File: src/rtl/alu_pipe_if.sv
// Handshake bus of alu_pipe: operand-issue side (in_*) and writeback side (out_*).
interface alu_pipe_if #(
  parameter int dataSize   = 8,
  parameter int opcodeSize = 4
);
  logic                  in_valid;
  logic                  in_ready;
  logic [opcodeSize-1:0] func;
  logic [dataSize-1:0]   data1;
  logic [dataSize-1:0]   data2;
  logic                  out_valid;
  logic                  out_ready;
  logic [dataSize-1:0]   dataOut;
  logic                  zero;
  logic                  negative;
  logic                  carry;
  logic                  overflow;

  // Issue stage and writeback stage together drive the ALU
  modport master (
    output in_valid, func, data1, data2, out_ready,
    input  in_ready, out_valid, dataOut, zero, negative, carry, overflow
  );

  // The ALU itself
  modport slave (
    input  in_valid, func, data1, data2, out_ready,
    output in_ready, out_valid, dataOut, zero, negative, carry, overflow
  );
endinterface

File: src/rtl/alu_pipe.sv
// Handshaked ALU: single-cycle logic/arith/shift ops, iterative shift-add
// multiply (dataSize cycles), registered result and flags held until taken.
module alu_pipe #(
  parameter int dataSize   = 8,
  parameter int opcodeSize = 4
) (
  input logic         clk,
  input logic         rst_n,
  alu_pipe_if.slave   bus
);
  localparam int N  = dataSize;
  localparam int SW = $clog2(dataSize);

  localparam logic [1:0] IDLE = 2'd0;
  localparam logic [1:0] MUL  = 2'd1;
  localparam logic [1:0] HOLD = 2'd2;

  localparam logic [3:0] OP_ADD  = 4'd0;
  localparam logic [3:0] OP_SUB  = 4'd1;
  localparam logic [3:0] OP_MUL  = 4'd2;
  localparam logic [3:0] OP_AND  = 4'd3;
  localparam logic [3:0] OP_OR   = 4'd4;
  localparam logic [3:0] OP_XOR  = 4'd5;
  localparam logic [3:0] OP_XNOR = 4'd6;
  localparam logic [3:0] OP_NAND = 4'd7;
  localparam logic [3:0] OP_SHL  = 4'd8;
  localparam logic [3:0] OP_SHR  = 4'd9;
  localparam logic [3:0] OP_SRA  = 4'd10;
  localparam logic [3:0] OP_SLT  = 4'd11;
  localparam logic [3:0] OP_SLTU = 4'd12;
  localparam logic [3:0] OP_PASS = 4'd13;

  logic [1:0]          state;
  logic [SW-1:0]       step;
  logic [N-1:0]        mcand;
  logic [2*N-1:0]      prod;

  logic [3:0]          op;
  logic                accept;
  logic [N-1:0]        a, b;
  logic [SW-1:0]       shamt;
  logic [N:0]          sum_add, sum_sub;
  logic [N:0]          shl_w, shr_w;
  logic signed [N:0]   sra_w;
  logic [N-1:0]        res;
  logic                res_c, res_v;
  logic [N:0]          hi_sum;
  logic [2*N-1:0]      prod_nxt;

  assign op     = bus.func[3:0];
  assign accept = bus.in_valid && bus.in_ready;

  // Ready when idle, or when the held result leaves on this same edge
  assign bus.in_ready = rst_n && ((state == IDLE) || (state == HOLD && bus.out_ready));

  // Single-cycle datapath; shifts carry one extra bit so the last bit out lands in it
  always_comb begin
    a       = bus.data1;
    b       = bus.data2;
    shamt   = b[SW-1:0];
    sum_add = {1'b0, a} + {1'b0, b};
    sum_sub = {1'b0, a} + {1'b0, ~b} + (N+1)'(1);
    shl_w   = {1'b0, a} << shamt;
    shr_w   = {a, 1'b0} >> shamt;
    sra_w   = $signed({a, 1'b0}) >>> shamt;
    res     = '0;
    res_c   = 1'b0;
    res_v   = 1'b0;
    case (op)
      OP_ADD: begin
        res   = sum_add[N-1:0];
        res_c = sum_add[N];
        res_v = (a[N-1] == b[N-1]) && (sum_add[N-1] != a[N-1]);
      end
      OP_SUB: begin
        res   = sum_sub[N-1:0];
        res_c = sum_sub[N];
        res_v = (a[N-1] != b[N-1]) && (sum_sub[N-1] != a[N-1]);
      end
      OP_AND:  res = a & b;
      OP_OR:   res = a | b;
      OP_XOR:  res = a ^ b;
      OP_XNOR: res = ~(a ^ b);
      OP_NAND: res = ~(a & b);
      OP_SHL: begin
        res   = shl_w[N-1:0];
        res_c = shl_w[N];
      end
      OP_SHR: begin
        res   = shr_w[N:1];
        res_c = shr_w[0];
      end
      OP_SRA: begin
        res   = sra_w[N:1];
        res_c = sra_w[0];
      end
      OP_SLT:  res = {{(N-1){1'b0}}, ($signed(a) < $signed(b))};
      OP_SLTU: res = {{(N-1){1'b0}}, (a < b)};
      OP_PASS: res = b;
      default: res = '0;
    endcase
  end

  // One shift-add step: {hi, multiplier} shifts right, adding mcand into hi when LSB set
  always_comb begin
    hi_sum   = {1'b0, prod[2*N-1:N]} + (prod[0] ? {1'b0, mcand} : '0);
    prod_nxt = {hi_sum, prod[N-1:1]};
  end

  // Control FSM, multiply engine and registered result/flags
  always_ff @(posedge clk or negedge rst_n) begin
    if (!rst_n) begin
      state         <= IDLE;
      step          <= '0;
      mcand         <= '0;
      prod          <= '0;
      bus.out_valid <= 1'b0;
      bus.dataOut   <= '0;
      bus.zero      <= 1'b0;
      bus.negative  <= 1'b0;
      bus.carry     <= 1'b0;
      bus.overflow  <= 1'b0;
    end else begin
      case (state)
        IDLE, HOLD: begin
          if (accept) begin
            if (op == OP_MUL) begin
              state         <= MUL;
              step          <= '0;
              mcand         <= bus.data1;
              prod          <= {{N{1'b0}}, bus.data2};
              bus.out_valid <= 1'b0;
            end else begin
              state         <= HOLD;
              bus.out_valid <= 1'b1;
              bus.dataOut   <= res;
              bus.zero      <= (res == '0);
              bus.negative  <= res[N-1];
              bus.carry     <= res_c;
              bus.overflow  <= res_v;
            end
          end else if (state == HOLD && bus.out_ready) begin
            state         <= IDLE;
            bus.out_valid <= 1'b0;
          end
        end
        MUL: begin
          prod <= prod_nxt;
          step <= step + 1'b1;
          if (step == SW'(N - 1)) begin
            state         <= HOLD;
            step          <= '0;
            bus.out_valid <= 1'b1;
            bus.dataOut   <= prod_nxt[N-1:0];
            bus.zero      <= (prod_nxt[N-1:0] == '0);
            bus.negative  <= prod_nxt[N-1];
            bus.carry     <= |prod_nxt[2*N-1:N];
            bus.overflow  <= |prod_nxt[2*N-1:N];
          end
        end
        default: state <= IDLE;
      endcase
    end
  end
endmodule

File: src/flat_wrapper.sv
// flat-port wrapper written by rule: the top's interface ports become plain ports
module alu_pipe_flat 
#(
  parameter int dataSize   = 8,
  parameter int opcodeSize = 4
)
  (clk, rst_n, bus_in_valid, bus_func, bus_data1, bus_data2, bus_out_ready, bus_in_ready, bus_out_valid, bus_dataOut, bus_zero, bus_negative, bus_carry, bus_overflow);
  alu_pipe_if #(.dataSize(dataSize), .opcodeSize(opcodeSize)) bus_i ();
  input logic clk;
  input logic rst_n;
  input wire logic [$bits(bus_i.in_valid)-1:0] bus_in_valid;
  input wire logic [$bits(bus_i.func)-1:0] bus_func;
  input wire logic [$bits(bus_i.data1)-1:0] bus_data1;
  input wire logic [$bits(bus_i.data2)-1:0] bus_data2;
  input wire logic [$bits(bus_i.out_ready)-1:0] bus_out_ready;
  output wire logic [$bits(bus_i.in_ready)-1:0] bus_in_ready;
  output wire logic [$bits(bus_i.out_valid)-1:0] bus_out_valid;
  output wire logic [$bits(bus_i.dataOut)-1:0] bus_dataOut;
  output wire logic [$bits(bus_i.zero)-1:0] bus_zero;
  output wire logic [$bits(bus_i.negative)-1:0] bus_negative;
  output wire logic [$bits(bus_i.carry)-1:0] bus_carry;
  output wire logic [$bits(bus_i.overflow)-1:0] bus_overflow;
  assign bus_i.in_valid = bus_in_valid;
  assign bus_i.func = bus_func;
  assign bus_i.data1 = bus_data1;
  assign bus_i.data2 = bus_data2;
  assign bus_i.out_ready = bus_out_ready;
  assign bus_in_ready = bus_i.in_ready;
  assign bus_out_valid = bus_i.out_valid;
  assign bus_dataOut = bus_i.dataOut;
  assign bus_zero = bus_i.zero;
  assign bus_negative = bus_i.negative;
  assign bus_carry = bus_i.carry;
  assign bus_overflow = bus_i.overflow;
  alu_pipe #(.dataSize(dataSize), .opcodeSize(opcodeSize)) u_core (.clk(clk), .rst_n(rst_n), .bus(bus_i));
endmodule
File: config.mk
export PLATFORM = sky130hd
export DESIGN_NAME = alu_pipe_flat
export DESIGN_NICKNAME = d
export VERILOG_FILES = /design/src/rtl/alu_pipe_if.sv /design/src/rtl/alu_pipe.sv /design/src/flat_wrapper.sv
export SDC_FILE = /design/constraint.sdc
export NUM_CORES = 1
export LEC_CHECK = 0
export CORE_MARGIN = 3
export CORE_UTILIZATION = 40
export CTS_CLUSTER_DIAMETER = 30
export CTS_CLUSTER_SIZE = 20
export DETAILED_ROUTE_END_ITERATION = 16
export PLACE_DENSITY_LB_ADDON = 0.25
export SYNTH_ARGS = -nofsm -noshare
export SYNTH_HDL_FRONTEND = slang
export SYNTH_SLANG_ARGS = --single-unit
File: constraint.sdc
create_clock -name clk -period 3.4 [get_ports clk]
set_input_delay 0.68 -clock clk [delete_from_list [all_inputs] [get_ports clk]]
set_output_delay 0.68 -clock clk [all_outputs]
set_load 0.05 [all_outputs]
# --- After elaboration in Yosys (flattened, before gate mapping) ---
# Index checks and enable logic that the tools add are counted.
totals:
  reg_bits: 42
  inputBits: 24
  out_inout_bits: 14
  wordCells: 109
classes:
  addsub: 5
  magnitude_cmp: 2
  n_eq_ne: 25
  shift: 3
  muxes: 40
  n_bitwise: 6
  reduce_logical: 18
op_table:
  columns: ["operator", "count"]
  rows:
  - ["case mux 8 bit (13 select lines)", 1]
  - ["2-to-1 mux 16 bit", 2]
  - ["2-to-1 mux 8 bit", 4]
  - ["case mux 16 bit (2 select lines)", 1]
  - ["equality test 4 bit (second input constant)", 6]
  - ["inverter 8 bit", 3]
  - ["adder 8 x 8 -> 9 bit", 2]
  - ["equality test 4 x 3 -> 1 bit (second input constant)", 4]
  - ["logical NOT 8 bit", 2]
  - ["< comparator 8 bit", 2]
  - ["case mux 8 bit (2 select lines)", 1]
  - ["2-to-1 mux 1 bit", 15]
  - ["case mux 1 bit (2 select lines)", 6]
  - ["adder 8 x 9 -> 9 bit", 1]
  - ["adder 9 x 1 -> 9 bit (second input constant)", 1]
  - ["2-to-1 mux 3 bit", 3]
  - ["AND reduction 3 bit", 3]
  - ["<< shifter 8 x 3 -> 9 bit", 1]
  - ["right shift 9 x 3 -> 9 bit", 1]
  - [">>> shifter 9 x 3 -> 9 bit", 1]
  - ["bitwise AND 8 bit", 1]
  - ["equality test 4 x 2 -> 1 bit (second input constant)", 2]
  - ["2-to-1 mux 2 bit", 4]
  - ["OR 8 bit", 1]
  - ["23 further kinds", 31]

# --- Longest topological paths before layout ---
logic_depth:
  word_depth: 9
  mapped_depth: 12
  ltp_nobuf: 11

# --- Worst setup path after synthesis ---
# OpenSTA, ideal clock, no wires.
synth_path:
  kind: "input-to-reg"
  start: "in bus_data2[2]"
  end: "reg u_core.bus.zero"
  setup_ns: 0.095
  arrival_ns: 2.795
  t_required_ns: 3.305
  path_slack_ns: 0.510
  path_stages: 11
  n_path_buf: 2
  path_cell_list: "clkbuf_1 -> inv_1 -> ha_1 -> clkbuf_1 -> nand2b_1 -> a221oi_1 -> o21a_1 -> o211ai_1 -> nor4_1 -> nand4_1 -> o31ai_1"
synth_via:
  elab_chain_cells: 8
synth_rtl:
  columns: ["element", "line_no", "text"]
  rows:
  - ["from (decl)", "flat_wrapper.sv:14", "input wire logic [$bits(bus_i.data2)-1:0] bus_data2;"]
  - ["inverter 8 bit", "alu_pipe.sv:62", "sum_sub = {1'b0, a} + {1'b0, ~b} + (N+1)'(1);"]
  - ["adder 8 x 8 -> 9 bit", "alu_pipe.sv:62", null]
  - ["adder 9 x 1 -> 9 bit", "alu_pipe.sv:62", null]
  - ["case mux 8 bit (13 select lines) *", "alu_pipe.sv:69", "case (op)"]
  - ["logical NOT 8 bit *", "alu_pipe.sv:137", "bus.zero <= (res == '0);"]
  - ["2-to-1 mux 1 bit *", "alu_pipe.sv:127", "if (op == OP_MUL) begin"]
  - ["2-to-1 mux 1 bit *", "alu_pipe.sv:126", "if (accept) begin"]
  - ["case mux 1 bit (2 select lines) *", "alu_pipe.sv:124", "case (state)"]
  - ["to (signal assigned)", "alu_pipe.sv:137", null]
  - ["to (signal assigned)", "alu_pipe.sv:155", "bus.zero <= (prod_nxt[N-1:0] == '0);"]
  - ["to (decl)", "alu_pipe_if.sv:28", "output in_ready, out_valid, dataOut, zero, negative, carry, overflow"]
# Mark *: on every way between the ends. The rest lies on a longest branch, timed or not. The select of a mux whose other input is x is not followed.
# A chain may end at the register's enable or synchronous reset.

# --- Final worst setup path ---
layout_path:
  start: "in bus_data1[0]"
  end: "reg u_core.bus.zero"
layout_via:
  elab_chain_cells: 7
layout_rtl:
  columns: ["element", "line_no", "text"]
  rows:
  - ["from (decl)", "flat_wrapper.sv:13", "input wire logic [$bits(bus_i.data1)-1:0] bus_data1;"]
  - ["adder 8 x 8 -> 9 bit, or another cell as far along", "alu_pipe.sv:62", null]
  - ["adder 9 x 1 -> 9 bit, or another cell as far along", "alu_pipe.sv:62", null]
  - ["case mux 8 bit (13 select lines) *", "alu_pipe.sv:69", null]
  - ["logical NOT 8 bit *", "alu_pipe.sv:137", null]
  - ["2-to-1 mux 1 bit *", "alu_pipe.sv:127", null]
  - ["2-to-1 mux 1 bit *", "alu_pipe.sv:126", null]
  - ["case mux 1 bit (2 select lines) *", "alu_pipe.sv:124", null]
# Marks and branches as above.

==> impl_metrics.json <==
{
  "leakage_nw": 2.40,
  "synth-compound-area-share": 0.265,
  "gp_congestion": 0.929,
  "outcome": "finished clean",
  "worst-r2r-cell-count": 10,
  "worst_ep_required_time_ns": 3.62,
  "first_iter_violations": 426,
  "synthesis.area_um2": 4450,
  "pre_antenna_drt_iters": 6,
  "startpoint": "bus_data1[0]",
  "dr.max_layer_used": "met4",
  "die_width_um": 111,
  "die_area_um2": 12400,
  "path_class": "in -> reg",
  "num-nets-final": 664,
  "wl_met3_um": 1070,
  "max_slew.worst_pin.slew_ns": 0.766,
  "placement.io_buffers": 37,
  "detail_route.vias_per_cell": 6.06,
  "antenna_found_initial": 0,
  "fin_crit_sh": 0.926,
  "tritoncts": "done",
  "area_growth_syn_to_layout_pct": 19.1,
  "final_cell_count_no_fill": 739,
  "layout_min_cycle_time_ns": 3.15,
  "drive_above_1_share": 0.144,
  "drt.antenna.violating_nets": 0,
  "clock-sinks": 41,
  "number_of_fillers_in_the_final_layout": 1019,
  "rsz0062_at_grt": "no",
  "multi_input_comb_area_um2": 3090,
  "slew_headroom": 0.488,
  "worst_setup_path_end_kind": "register",
  "synth_top_cells_by_count": "sky130_fd_sc_hd__nand2_1, sky130_fd_sc_hd__dfrtp_1, sky130_fd_sc_hd__ha_1, sky130_fd_sc_hd__nor2_1",
  "routedLengthMet1_um": 6390,
  "antennaDiodeCount": 0,
  "synthXorXnorAreaFrac": 0.0256,
  "yosys.area_share.simple": 0.204,
  "count_of_flip_flops_with_a_built_in_enable_after_synthesis": 0,
  "worstReg2RegStart": "u_core.prod[0]",
  "net_count_synth": 606,
  "postSynthAreaPerCell_um2": 8.17,
  "floorplan.rows": 37,
  "dp_hpwl_um": 10900,
  "clkTransAtPathRegs_ns": 0.08,
  "final_design_area_no_fill_um2": 5290,
  "reg2reg_slack_ns": 0.57,
  "dominant_cell_type_by_area_after_synthesis": "sky130_fd_sc_hd__dfrtp_1",
  "grt_pass1_wl_um": 22800,
  "vdd_ir_drop_max_uv": 262,
  "placed_cells_incl_taps": 731,
  "crit_end": "u_core.bus.zero",
  "timing.final.setup_violations": 0,
  "cts-buffers-inserted": 5,
  "root_buffer": "sky130_fd_sc_hd__clkbuf_8",
  "design.portCount": 38,
  "number_of_max_cap_violations": 0,
  "timing_max_transition_violations_final": 0,
  "final-hold-violation-count": 0,
  "met2WireLength_um": 6590,
  "yosys_most_used_dff": "sky130_fd_sc_hd__dfrtp_1",
  "cp_data_arrival_time_ns": 3.37,
  "synth_top_family_by_area": "compound AO/OA/AOI/OAI gates",
  "top_achievable_clock_speed_ghz": 0.318,
  "synth.lib_cells_used.distinct": 71,
  "worst_r2r_end": "u_core.bus.overflow",
  "timing.critical_path.from_type": "input port",
  "sequential_cell_area_um2": 1030,
  "ys_async_sr_fraction": 1.00,
  "clock_insertion_delay_worst_skew_ns": 0.31,
  "yosys_warnings": 0,
  "initial_core_utilization": 0.421,
  "critPathMaxFanout": 3,
  "grt_overflow_total": 0,
  "die-height_um": 111,
  "synth_seq_area_share": 0.231,
  "number_of_global_route_vias_before_repair": 4241,
  "remaining_drc_errors": 0,
  "floorplan.core_area_um2": 10600,
  "ys_ff_latch": 41,
  "drt-total-wl_um": 14300,
  "synth-adder-area-share": 0.112,
  "synth_area_leaders": "sky130_fd_sc_hd__dfrtp_1, sky130_fd_sc_hd__ha_1, sky130_fd_sc_hd__nand2_1",
  "synth_largest_type_area_fraction": 0.231,
  "power.density_cell_area_nw_per_um2": 411,
  "yosys.cell_count.top_type": "sky130_fd_sc_hd__nand2_1",
  "max-clock-path-buffers": 2,
  "syn-instance-count": 544,
  "grt_max_degree": 42,
  "synthMuxAreaShare": 0.0878,
  "worst_min_delay_path_class": "in -> async",
  "track_usage": 0.227,
  "cts-htree-levels": 2,
  "routedWlPerCell_um": 19.3,
  "detailroute.via_count": 4479,
  "dpl-instance-area_um2": 5180,
  "fin_skew_ns": 0.00865
}
-- registers in the layout, summed over array words and instances, names as in the netlist, 2 cells and up --
name / count
u_core.mcand: 8
u_core.step: 3
u_core.bus.dataOut: 7
u_core.prod: 16
u_core.state: 2
-- report_power, final --
group	internal, mW	switching, mW
clock	0.184	0.183
combinational	0.436	0.618
sequential	0.635	0.122
total	1.25	0.922
-- final cells by class --
class | instances | share of cell area
inverters | 33 | 0.0234
well taps | 136 | 0.0322
multi-input cells | 432 | 0.584
clock buffers | 7 | 0.0182
repair buffers | 89 | 0.147
flip-flops and latches | 41 | 0.194
clock inverters | 1 | 0.000946
-- what timing repair did --
| item | 4_1_cts | 5_1_grt |
|---|---|---|
| resized for setup | 0 | 1 |
| buffers inserted | 0 | 0 |
| setup endpoints to repair | 0 | 1 |
| hold buffers | 0 | 0 |
-- worst max-delay path, cell delays in order --
cell,delay [ns]
sky130_fd_sc_hd__clkdlybuf4s50_1,0.48
sky130_fd_sc_hd__inv_1,0.10
sky130_fd_sc_hd__ha_1,0.17
sky130_fd_sc_hd__inv_1,0.05
sky130_fd_sc_hd__fa_1,0.40
sky130_fd_sc_hd__o21ai_0,0.22
sky130_fd_sc_hd__mux2i_1,0.13
sky130_fd_sc_hd__a211oi_2,0.25
sky130_fd_sc_hd__o22ai_1,0.17
sky130_fd_sc_hd__nor4_2,0.32
sky130_fd_sc_hd__nand4_1,0.12
sky130_fd_sc_hd__o31ai_1,0.27
-- layout by cell type, fill, tap and decap left out, types with 10 or more instances in the layout --
cell and n:
sky130_fd_sc_hd__a211oi_1 11, sky130_fd_sc_hd__a21oi_1 29, sky130_fd_sc_hd__buf_4 51, sky130_fd_sc_hd__clkdlybuf4s50_1 35, sky130_fd_sc_hd__dfrtp_1 41, sky130_fd_sc_hd__ha_1 35
sky130_fd_sc_hd__inv_1 32, sky130_fd_sc_hd__mux2_2 10, sky130_fd_sc_hd__nand2_1 63, sky130_fd_sc_hd__nand3_1 10, sky130_fd_sc_hd__nor2_1 35, sky130_fd_sc_hd__nor2b_1 11
sky130_fd_sc_hd__nor3_1 11, sky130_fd_sc_hd__o211ai_1 10, sky130_fd_sc_hd__o21ai_0 32
-- metrics by stage --
step	util	TNS [ns]	total power, mW	setup slack, ns	hold slack [ns]
finish	0.501	0	2.18	0.252	0.473
global route	0.501	0	2.34	0.0542	0.497
CTS	0.501	0	2.18	0.238	0.485
detailed placement	0.491	-0.0836	1.81	-0.0836	0.465
global placement	0.491	0	1.78	0.0510	0.463
floorplan	-	0	1.45	0.510	0.384
-- worst min path at each step --
| stage | endpoint | slack, ns | startpoint |
|---|---|---|---|
| 2_1_floorplan | u_core.bus.carry | 0.38 | rst_n |
| 5_1_grt | u_core.prod[15] | 0.50 | u_core.prod[15] |
| 4_1_cts | u_core.prod[12] | 0.49 | rst_n |
| 6_report | u_core.prod[13] | 0.47 | rst_n |
| 3_5_place_dp | u_core.prod[2] | 0.46 | u_core.prod[2] |
| 3_3_place_gp | u_core.prod[2] | 0.46 | u_core.prod[2] |
-- cell families (layout without fill, tap and decap cells) --
| logic type | count (synthesis) | after routing |
|---|---|---|
| flip-flops | 41 | 41 |
| XOR/XNOR | 13 | 13 |
| multiplexers | 27 | 27 |
| adder cells (fa/ha/maj) | 38 | 38 |
| AND/OR/NAND/NOR | 183 | 183 |
| buffers and inverters | 71 | 130 |
| AO/OA/AOI/OAI | 171 | 171 |
-- layer usage --
metal  global-route usage  vias up
li1                     -     2119
met5                    0        -
met2                0.361      178
met4               0.0519        0
met1                0.325     2165
met3               0.0353       17
(Power assumes the default switching activity.)
